`config.mk`:
```
export PLATFORM = sky130hd
export DESIGN_NAME = digit_packer
export DESIGN_NICKNAME = d
export VERILOG_FILES = /design/src/rtl/digit_packer.sv
export SDC_FILE = /design/constraint.sdc
export NUM_CORES = 1
export LEC_CHECK = 0
export CAP_MARGIN = 20
export CELL_PAD_IN_SITES_DETAIL_PLACEMENT = 2
export CELL_PAD_IN_SITES_GLOBAL_PLACEMENT = 2
export CORE_MARGIN = 1
export CORE_UTILIZATION = 28
export DETAILED_ROUTE_END_ITERATION = 6
export HOLD_SLACK_MARGIN = 0.1
export PLACE_DENSITY_LB_ADDON = 0.1
export SKIP_CTS_REPAIR_TIMING = 1
export SYNTH_ARGS = -nofsm -noshare
export SYNTH_HDL_FRONTEND = slang
export SYNTH_SLANG_ARGS = --single-unit
```
`constraint.sdc`:
```
create_clock -name clk -period 1.6 [get_ports clk]
set_input_delay 0.32 -clock clk [delete_from_list [all_inputs] [get_ports clk]]
set_output_delay 0.32 -clock clk [all_outputs]
set_load 0.01 [all_outputs]
```
`src/rtl/digit_packer.sv`:
```
// -----------------------------------------------------------------------------
// digit_packer
//
// Packs a stream of keypad-style digits into an entry buffer and commits the
// buffer to an output register on enter. The newest digit sits in the least
// significant DIGIT_W bits. Backspace drops the newest digit. Clear empties
// the buffer. A committed value is held in out_value until the consumer takes it.
//
// Optional feature (macro DIGIT_PACKER_BCD_CHECK_EN):
//   When it is defined, digits greater than 9 are rejected with a one-cycle err
//   pulse. When it is undefined, every digit value is accepted and err is tied to 0.
//
// Parameters:
//   DIGIT_W      bits per digit
//   NUM_DIGITS   maximum digits held in the entry buffer (>= 2)
//
// Ports:
//   clk          rising-edge clock
//   reset        asynchronous, active-high reset
//   digit_in     digit value presented
//   digit_valid  digit entry request
//   backspace    remove the newest digit
//   clear        discard the entry buffer
//   enter        commit the entry buffer to out_value
//   out_ready    consumer accepts out_value this cycle
//   acc          live entry buffer (registered)
//   count        number of digits held
//   empty, full  count == 0 and count == NUM_DIGITS
//   out_value    committed number
//   out_valid    out_value holds an unconsumed commit
//   ovf          one-cycle pulse: digit dropped because the buffer was full
//   err          one-cycle pulse: digit rejected as non-BCD
//   state_dbg    FSM state (0 = EMPTY, 1 = ENTRY, 2 = FULL)
//
// Handshake: out_value is transferred on any rising edge where out_valid and
// out_ready are both 1. out_valid then falls, unless an enter is accepted in
// the same cycle. In that case out_valid stays high and carries the new value.
// An enter is accepted only when out_valid is 0, or when out_ready is 1 in
// the same cycle.
//
// Per cycle, at most one request is acted on. The priority is
// clear > enter > backspace > digit_valid. Lower-priority requests in the
// same cycle are dropped silently.
// -----------------------------------------------------------------------------
module digit_packer #(
  parameter int DIGIT_W    = 4,
  parameter int NUM_DIGITS = 4
) (
  input  logic                              clk,
  input  logic                              reset,
  input  logic [DIGIT_W-1:0]                digit_in,
  input  logic                              digit_valid,
  input  logic                              backspace,
  input  logic                              clear,
  input  logic                              enter,
  input  logic                              out_ready,
  output logic [NUM_DIGITS*DIGIT_W-1:0]     acc,
  output logic [$clog2(NUM_DIGITS+1)-1:0]   count,
  output logic                              empty,
  output logic                              full,
  output logic [NUM_DIGITS*DIGIT_W-1:0]     out_value,
  output logic                              out_valid,
  output logic                              ovf,
  output logic                              err,
  output logic [1:0]                        state_dbg
);

  localparam int ACC_W = NUM_DIGITS * DIGIT_W;
  localparam int CNT_W = $clog2(NUM_DIGITS + 1);
  localparam logic [CNT_W-1:0] MAX_CNT = CNT_W'(NUM_DIGITS);

  typedef enum logic [1:0] {
    S_EMPTY = 2'd0,
    S_ENTRY = 2'd1,
    S_FULL  = 2'd2
  } state_t;

  state_t             state_q,     state_d;
  logic [ACC_W-1:0]   acc_q,       acc_d;
  logic [CNT_W-1:0]   count_q,     count_d;
  logic [ACC_W-1:0]   out_value_q, out_value_d;
  logic               out_valid_q, out_valid_d;
  logic               ovf_q,       ovf_d;
`ifdef DIGIT_PACKER_BCD_CHECK_EN
  logic               err_q,       err_d;
`endif

  logic enter_ok;
  assign enter_ok = !out_valid_q || out_ready;

  always_comb begin
    acc_d       = acc_q;
    count_d     = count_q;
    out_value_d = out_value_q;
    out_valid_d = out_valid_q;
    ovf_d       = 1'b0;
`ifdef DIGIT_PACKER_BCD_CHECK_EN
    err_d       = 1'b0;
`endif

    // A consumer transfer empties the output register. An accepted enter
    // below overrides this and reloads the register in the same cycle.
    if (out_valid_q && out_ready) begin
      out_valid_d = 1'b0;
    end

    if (clear) begin
      acc_d   = '0;
      count_d = '0;
    end else if (enter) begin
      // A refused enter still takes the cycle's slot, so nothing else happens.
      if (enter_ok) begin
        out_value_d = acc_q;
        out_valid_d = 1'b1;
        acc_d       = '0;
        count_d     = '0;
      end
    end else if (backspace) begin
      if (count_q != '0) begin
        acc_d   = acc_q >> DIGIT_W;
        count_d = count_q - CNT_W'(1);
      end
    end else if (digit_valid) begin
      // A full buffer wins over the BCD check, so only ovf pulses.
      if (count_q == MAX_CNT) begin
        ovf_d = 1'b1;
`ifdef DIGIT_PACKER_BCD_CHECK_EN
      end else if (32'(digit_in) > 32'd9) begin
        err_d = 1'b1;
`endif
      end else begin
        acc_d   = {acc_q[ACC_W-DIGIT_W-1:0], digit_in};
        count_d = count_q + CNT_W'(1);
      end
    end

    // The state always follows the next count, so the two cannot diverge.
    if (count_d == '0) begin
      state_d = S_EMPTY;
    end else if (count_d == MAX_CNT) begin
      state_d = S_FULL;
    end else begin
      state_d = S_ENTRY;
    end
  end

  always_ff @(posedge clk or posedge reset) begin
    if (reset) begin
      state_q     <= S_EMPTY;
      acc_q       <= '0;
      count_q     <= '0;
      out_value_q <= '0;
      out_valid_q <= 1'b0;
      ovf_q       <= 1'b0;
`ifdef DIGIT_PACKER_BCD_CHECK_EN
      err_q       <= 1'b0;
`endif
    end else begin
      state_q     <= state_d;
      acc_q       <= acc_d;
      count_q     <= count_d;
      out_value_q <= out_value_d;
      out_valid_q <= out_valid_d;
      ovf_q       <= ovf_d;
`ifdef DIGIT_PACKER_BCD_CHECK_EN
      err_q       <= err_d;
`endif
    end
  end

  assign acc       = acc_q;
  assign count     = count_q;
  assign empty     = (state_q == S_EMPTY);
  assign full      = (state_q == S_FULL);
  assign out_value = out_value_q;
  assign out_valid = out_valid_q;
  assign ovf       = ovf_q;
  assign state_dbg = state_q;
`ifdef DIGIT_PACKER_BCD_CHECK_EN
  assign err       = err_q;
`else
  assign err       = 1'b0;
`endif

endmodule
```
==> results_dict.tcl, run 1 <==
set metrics [dict create \
    outcome "finished, violations left" \
    violations "DRC, setup timing" \
    setup_viol 19 \
    clock_sinks 39 \
    drc 11 \
    synthXorXnorAreaFrac_pct 0.860 \
    cts_tree "done" \
    drt_first_pass_iters 6 \
    path_class "reg2reg" \
    synth-simple-area-share_pct 8.99 \
    overflow 0 \
    cp_top_family "flip-flops" \
    powerDensity_mw_per_mm2 730 \
    synth_fa_ha_area_share_pct 1.98 \
    syn-num-nets 161 \
    syn-cell-area_mm2 0.00189 \
    drive_gt1_share_pct 41.2 \
    syn_avg_cell_area_um2 12.9 \
    dr_wl_met3_um 233 \
    grt_pass1_wl_um 8470 \
    synth-warning-count 0 \
    synth-compound-area-share_pct 10.3 \
    synth_top_family_by_area "multiplexers" \
    fin_crit_sh_pct 106 \
    die_y_um 84.2 \
    path_cells "inv_4, ha_4, a211oi_2, a211o_1, buf_12, mux2_4" \
    whs_ns 0.384 \
    core_area_mm2 0.00642 \
    antenna_found_initial 0 \
    synth_edf_count 0 \
    fin_ws_ns -0.0918 \
    finalClockSkew_ns 0.00522 \
    synthCells 147 \
    num_vias 1499 \
    gp_congestion 0.808 \
    final_cell_mix "dfrtp_1, clkdlybuf4s50_1, buf_4, mux2_2, dlymetal6s2s_1" \
    cap_violations 0 \
    hold_viol 0 \
    start_util_pct 29.5 \
    wirelength_um 5620 \
    highest_layer "met4" \
    ir_drop_uv 512 \
    nFillCells 644 \
    rsz0062_at_grt "yes" \
    cpPeakStageDelay_ns 0.44 \
    min_period_ns 1.69 \
    async_reset_ff_share_pct 100 \
    drtAntennaViolNets 0 \
    worst_ep_arrival_time_ns 1.87 \
    ys_seq_area_share_pct 51.6 \
    rows 29 \
    ioPinCount 53 \
    cp_slowest_cell "dfrtp_2" \
    dpl-instance-area_mm2 0.00266 \
    ys.flop_type "dfrtp_1" \
    cp-start-kind "flip-flop" \
    final_common_cell "dfrtp_1" \
    clk_pin_slew_ns 0.08 \
    power_mw 2.21 \
    htreeDepth 2 \
    drt-met1-wl_um 2450 \
    drt-initial-drc-count 69 \
    grt_max_degree 40 \
    synth_seq_cells 39 \
    crit_fanout 16 \
    root_buffer "clkbuf_8" \
    path_buf_inv 2 \
    cts_buffers 5 \
    fp.dieW_um 84.2 \
    viasPerCell 4.84 \
    crit_required_ns 1.78 \
    grt_util_all_layers_pct 15.2 \
    met2WireLength_um 2870 \
    cts.path.max_buffers 2 \
    p_leak_nw 1.68 \
    wl_per_cell_um 18.1 \
    diodes 0 \
    dieArea_mm2 0.00709 \
    fmax_ghz 0.591 \
    dp_worst_setup_slack_ns -0.533 \
    dpl.hpwl_um 3560 \
    cp-end-kind "flip-flop" \
    fin_nets 246 \
    port_buffers 51 \
    slew_viol_final 0 \
    final_area_mm2 0.00303 \
    synth.distinct_cells 33 \
    clock_latency_ns 0.29 \
    fin_util_pct 47.2 \
    synth.area.mux_share_pct 20.0 \
    syn_to_final_growth_pct 60.3 \
    hp-class "in2async" \
    first_global_vias 1652 \
]
cell families after synthesis:
| group | after synthesis |
|---|---|
| buffers and inverters | 19 |
| AND/OR/NAND/NOR | 29 |
| multiplexers | 32 |
| adder cells (fa/ha/maj) | 3 |
| other | 1 |
| flip-flops | 39 |
| AO/OA/AOI/OAI | 23 |
| XOR/XNOR | 1 |
metrics by stage:
step / TNS, ns / instances
floorplan: -0.527 / 147
global placement: -12.23 / 286
detailed placement: -13.29 / 286
CTS: -3.11 / 294
global route: -2.41 / 310
finish: -1.13 / 310
Yosys cell counts (3+ instances only):
cell type / number / area, um^2
mux2_2: 22 / 248
a22o_1: 12 / 105
buf_2: 5 / 25.0
ha_1: 3 / 37.5
a2111oi_0: 3 / 26.3
inv_1: 9 / 33.8
dfrtp_1: 39 / 976
nor2_1: 5 / 18.8
nor2b_1: 5 / 31.3
nand2_1: 6 / 22.5
a211oi_1: 3 / 22.5
mux2_4: 6 / 90.1
mux2i_1: 4 / 40.0
power breakdown:
group          internal (mW)  total [mW]  switching [mW]
clock network          0.394       0.739           0.345
registers               1.01        1.03          0.0224
logic                  0.242       0.438           0.197
area by class of cell:
class / instances / area (um^2) / share of cell area (%)
Sequential cell: 39 / 985 / 32.5
Multi-Input combinational cell: 89 / 890 / 29.3
Tap cell: 77 / 96.3 / 3.18
Clock buffer: 8 / 100 / 3.30
Timing Repair Buffer: 88 / 922 / 30.4
Inverter: 9 / 38.8 / 1.28
flip-flops by register name, summed over array words and instances, names as in the netlist:
name	count
count	3
out_value	16
out_valid	1
acc	16
ovf	1
state_dbg	2
path summary, 6_finish.rpt:
check | cells past startpoint | startpoint | slack [ns] | end
hold reg to reg | 1 | out_value[1] | 0.51 | out_value[1]
setup reg to reg | 6 | count[0] | -0.09 | acc[4]
min in group clk | 1 | out_value[1] | 0.51 | out_value[1]
hold / removal | 3 | reset | 0.38 | out_value[3]
setup / recovery | 6 | count[0] | -0.09 | acc[4]
max in group asynchronous | 3 | reset | 1.01 | acc[4]
routing by layer:
metal / GRT usage (%) / vias up
met2: 24.9 / 37
li1: - / 692
met5: 0 / -
met1: 19.8 / 764
met4: 5.17 / 0
met3: 3.54 / 6
tightest hold or removal path, stage by stage:
cell	delay [ns]
clkdlybuf4s50_1	0.40
inv_1	0.09
buf_12	0.24
Note: power is estimated with default switching activity, not from simulation.
==> run 2: changes to the inputs <==
SKIP_CTS_REPAIR_TIMING = unset   (was 1)
==> run 2 against run 1 <==
Net effect: worst hold slack got worse by 0.0043 ns; sequential share of layout area decreased by 0.058 points; largest power group unchanged; via count increased by 2.3%; the run still ends with DRC, setup timing left; critical path type unchanged; flip-flop and latch count unchanged; global-route usage increased by 1.8 points.
==> results_dict.tcl, run 2 (synthesis gave the netlist of run 1 again) <==
set metrics [dict create \
    wl_per_cell_um 18.3 \
    path_buf_inv 2 \
    core_area_mm2 0.00642 \
    antenna_found_initial 0 \
    grt_max_degree 40 \
    port_buffers 51 \
    min_period_ns 1.69 \
    wirelength_um 5790 \
    seq_area_um2 980 \
    clock_sinks 39 \
    dpl.hpwl_um 3560 \
    dp.cells 286 \
    r2r_end "state_dbg[1]" \
    violations "DRC, setup timing" \
    final_cell_mix "dfrtp_1, clkdlybuf4s50_1, buf_4, mux2_2" \
    grt_util_all_layers_pct 17.0 \
    path_class "reg2reg" \
    cp-start-kind "flip-flop" \
    dp_worst_setup_slack_ns -0.533 \
    drt-initial-drc-count 54 \
    timing.rr.start "count[0]" \
    drtAntennaViolNets 0 \
    finalClockSkew_ns 0.00434 \
    drc 11 \
    p_leak_nw 1.55 \
    power_mw 2.22 \
    hold_viol 0 \
    crit_fanout 2 \
    cp_slowest_cell "dfrtp_2" \
    cts_tree "done" \
    rows 29 \
    syn_to_final_growth_pct 59.7 \
    slew_viol_final 0 \
    grt_pass1_wl_um 9430 \
    root_buffer "clkbuf_8" \
    gp_congestion 0.808 \
    crit_end "state_dbg[1]" \
    whs_ns 0.380 \
    fin_crit_sh_pct 106 \
    ctsHoldBuffers 0 \
    cp-end-kind "flip-flop" \
    first_global_vias 1813 \
    cap_violations 0 \
    powerDensity_mw_per_mm2 736 \
    cts.path.max_buffers 2 \
    drive_gt1_share_pct 42.1 \
    path_cells "buf_4, ha_2, a21o_1, a211oi_2, a2111oi_2, buf_4, and3_1" \
    clk_pin_slew_ns 0.07 \
    viasPerCell 4.84 \
    nFillCells 655 \
    cpPeakStageDelay_ns 0.41 \
    fin_ws_ns -0.0921 \
    final_area_mm2 0.00302 \
    outcome "finished, violations left" \
    crit_required_ns 1.79 \
    cpMostUsedCell "buf_4" \
    clock_latency_ns 0.29 \
    setup.worst_path.start "count[0]" \
    fp.dieW_um 84.2 \
    dieArea_mm2 0.00709 \
    diodes 0 \
    path_depth 7 \
    fin_setup_tns_ns -1.03 \
    cts_buffers 5 \
    hp-class "in2async" \
    drt_first_pass_iters 5 \
    htreeDepth 2 \
    rsz0062_at_grt "yes" \
    reg2reg_slack_ns -0.09 \
    dpl-instance-area_mm2 0.00266 \
    worst_ep_arrival_time_ns 1.88 \
    overflow 0 \
    num_vias 1533 \
    ioPinCount 53 \
    multiInputGateArea_um2 893 \
    fin_cells 317 \
    fin_nets 253 \
    r2r_cells 7 \
    ir_drop_uv 513 \
    setup_viol 17 \
    start_util_pct 29.5 \
    fmax_ghz 0.591 \
    cp_top_family "compound AO/OA/AOI/OAI gates" \
    die_y_um 84.2 \
    final_common_cell "dfrtp_1" \
    fin_util_pct 47.0 \
]
run 2: cell count changes in the layout (fill, tap and decap cells not counted), sizes merged:
cell           delta
clkdlybuf4s15     +1
buf               +9
clkbuf            -1
dlygate4sd2      +10
clkdlybuf4s50     +3
dlymetal6s2s     -15
run 2: per-layer routing:
layer  global-route usage (%)  part of all wire, %
met5                        0                    0
met4                     5.80                  1.2
met3                     3.44                  3.8
met2                     29.1                   50
met1                     21.5                   45
run 2: what timing repair did:
action,CTS,global route
resized for setup,28,22
setup endpoints to repair,36,41
buffers inserted,23,1
pin swaps,8,5
cloned,1,0
run 2: how the worst min path moves through the flow:
stage / startpoint / endpoint / depth (start not counted)
3_3_place_gp: out_value[11] / out_value[11] / 1
6_report: reset / out_value[3] / 3
2_1_floorplan: enter / out_valid / 2
4_1_cts: reset / out_value[3] / 3
5_1_grt: reset / out_value[3] / 3
3_5_place_dp: out_value[14] / out_value[14] / 1
run 2: cell type report:
class,count,area share [%]
repair buffers,95,30.4
well taps,77,3.19
multi-input cells,89,29.6
flip-flops and latches,39,32.4
clock buffers,8,3.31
inverters,9,1.12
run 2: where the power goes:
| group | switching [mW] | leakage (nW) | internal, mW |
|---|---|---|---|
| Sequential | 0.0190 | 0.534 | 1.01 |
| Combinational | 0.205 | 0.964 | 0.252 |
| Clock | 0.344 | 0.0515 | 0.394 |
run 2: worst reg2reg max path, cell delays in order, from the launching register on:
cell and delay [ns]:
dfrtp_2 0.41, buf_4 0.14, ha_2 0.19, a21o_1 0.17, a211oi_2 0.29, a2111oi_2 0.09
buf_4 0.15, and3_1 0.15
==> run 3: changes to the inputs <==
CAP_MARGIN = 0   (was 20)
MAX_ROUTING_LAYER = met4   (was unset)
==> run 3 against run 2 <==
Net effect: routed wire length shrank 0.36%; worst hold slack is essentially flat; highest routed layer unchanged; the flow still finishes with violations (DRC, setup timing); non-clock buffer count is the same; register-to-register slack is essentially flat; core utilization is the same; final cell count is the same; clock-buffer cell count is the same; clock skew is essentially flat; largest cell class unchanged; critical path depth is the same.
==> results_dict.tcl, run 3 (synthesis gave the netlist of run 1 again) <==
set metrics [dict create \
    combPwrFrac_pct 20.5 \
    num_vias 1536 \
    crit_fanout 2 \
    powerDensity_mw_per_mm2 736 \
    power_mw 2.22 \
    setup_viol 17 \
    whs_ns 0.380 \
    first_global_vias 1825 \
    fin_crit_sh_pct 106 \
    grt_pass1_wl_um 9380 \
    fin_ws_ns -0.0905 \
    drt_first_pass_iters 5 \
    ctsHoldBuffers 0 \
    outcome "finished, violations left" \
    gp_congestion 0.820 \
    wl_per_cell_um 18.2 \
    drt-initial-drc-count 56 \
    seqPwrFrac_pct 46.4 \
    seq_area_um2 980 \
    dieArea_mm2 0.00709 \
    start_util_pct 29.5 \
    grt_util_all_layers_pct 17.5 \
    cp-start-kind "flip-flop" \
    p_sw_mw 0.566 \
    finalClockSkew_ns 0.00455 \
    worst_ep_arrival_time_ns 1.88 \
    violations "DRC, setup timing" \
    drtAntennaViolNets 0 \
    syn_to_final_growth_pct 59.7 \
    fin_nets 253 \
    rows 29 \
    clock_power_share_pct 33.1 \
    p_int_mw 1.66 \
    hold_viol 0 \
    htreeDepth 2 \
    hp-class "in2async" \
    cts.path.max_buffers 2 \
    antenna_found_initial 0 \
    final_cell_mix "dfrtp_1, clkdlybuf4s50_1, buf_4, mux2_2" \
    dpl.hpwl_um 3560 \
    overflow 0 \
    slew_viol_final 0 \
    rsz0062_at_grt "yes" \
    ir_drop_uv 513 \
    multiInputGateArea_um2 893 \
    root_buffer "clkbuf_8" \
    drive_gt1_share_pct 42.1 \
    highest_layer "met4" \
    viasPerCell 4.85 \
    final_common_cell "dfrtp_1" \
    met2WireLength_um 2900 \
    die_y_um 84.2 \
    cts_buffers 5 \
    clock_sinks 39 \
    drt-met1-wl_um 2600 \
    drc 11 \
    path_class "reg2reg" \
    diodes 0 \
    dr_wl_met3_um 205 \
    fmax_ghz 0.592 \
    fp.dieW_um 84.2 \
    grt_max_degree 40 \
    p_leak_nw 1.55 \
    cap_violations 0 \
    clock_latency_ns 0.29 \
    nFillCells 655 \
    clk_pin_slew_ns 0.08 \
    cp-end-kind "flip-flop" \
    min_period_ns 1.69 \
    cts_tree "done" \
    port_buffers 51 \
    core_area_mm2 0.00642 \
    ioPinCount 53 \
    swShare_pct 25.5 \
    wirelength_um 5770 \
    crit_required_ns 1.79 \
]
[run 3: cell counts in the layout (fill, tap and decap cells not counted)]
No cell type changed its count.
[run 3: timing repair]
action,in CTS,in global routing
resized for setup,28,22
pin swaps,8,5
endpoints found under the setup margin,36,41
setup buffers,23,1
gates cloned,1,0
[run 3: path summary, 6_finish.rpt]
kind | startpoint | slack (ns) | depth (start not counted) | to
max | count[0] | -0.09 | 7 | state_dbg[1]
min | reset | 0.38 | 3 | out_value[3]
max reg2reg | count[0] | -0.09 | 7 | state_dbg[1]
min reg2reg | out_value[13] | 0.51 | 1 | out_value[13]
max in group asynchronous | reset | 1.01 | 3 | acc[5]
min in group clk | out_value[13] | 0.51 | 1 | out_value[13]
[run 3: per-stage QoR]
step                      TNS (ns)  cell area (um^2)  utilization (%)  instances  setup slack, ns
after detailed placement    -13.29              2660             41.4        286           -0.533
after CTS                    -1.64              2990             46.5        318           -0.111
after global placement      -12.23              2660             41.4        286           -0.439
final                        -1.06              3020             47.0        317          -0.0905
after global routing         -2.37              3020             47.0        317           -0.157
after floorplan             -0.527              1910                -        147          -0.0762
[run 3: power by group through the flow]
stage	clock network (mW)	registers [mW]	logic, mW
after floorplan	0	1.06	0.176
final	0.737	1.03	0.456
after detailed placement	0	1.06	0.368
after global routing	0.805	1.03	0.489
after global placement	0	1.05	0.357
after CTS	0.773	1.03	0.447
[run 3: final cells by class]
type	count	share of cell area, %
clock buffers	8	3.31
multi-input cells	89	29.6
flip-flops and latches	39	32.4
inverters	9	1.12
repair buffers	95	30.4
well taps	77	3.19
[run 3: layer usage]
metal / vias to the layer above / GRT usage, %
met4: 0 / 5.80
met5: - / -
met3: 7 / 3.15
met1: 788 / 21.4
li1: 704 / -
met2: 37 / 29.2
[run 3: critical path, cell delays in order, from the launching register on]
cell and delay (ns):
dfrtp_2 0.42, buf_4 0.14, ha_2 0.18, a21o_1 0.17, a211oi_2 0.29, a2111oi_2 0.09
buf_4 0.15, and3_1 0.15
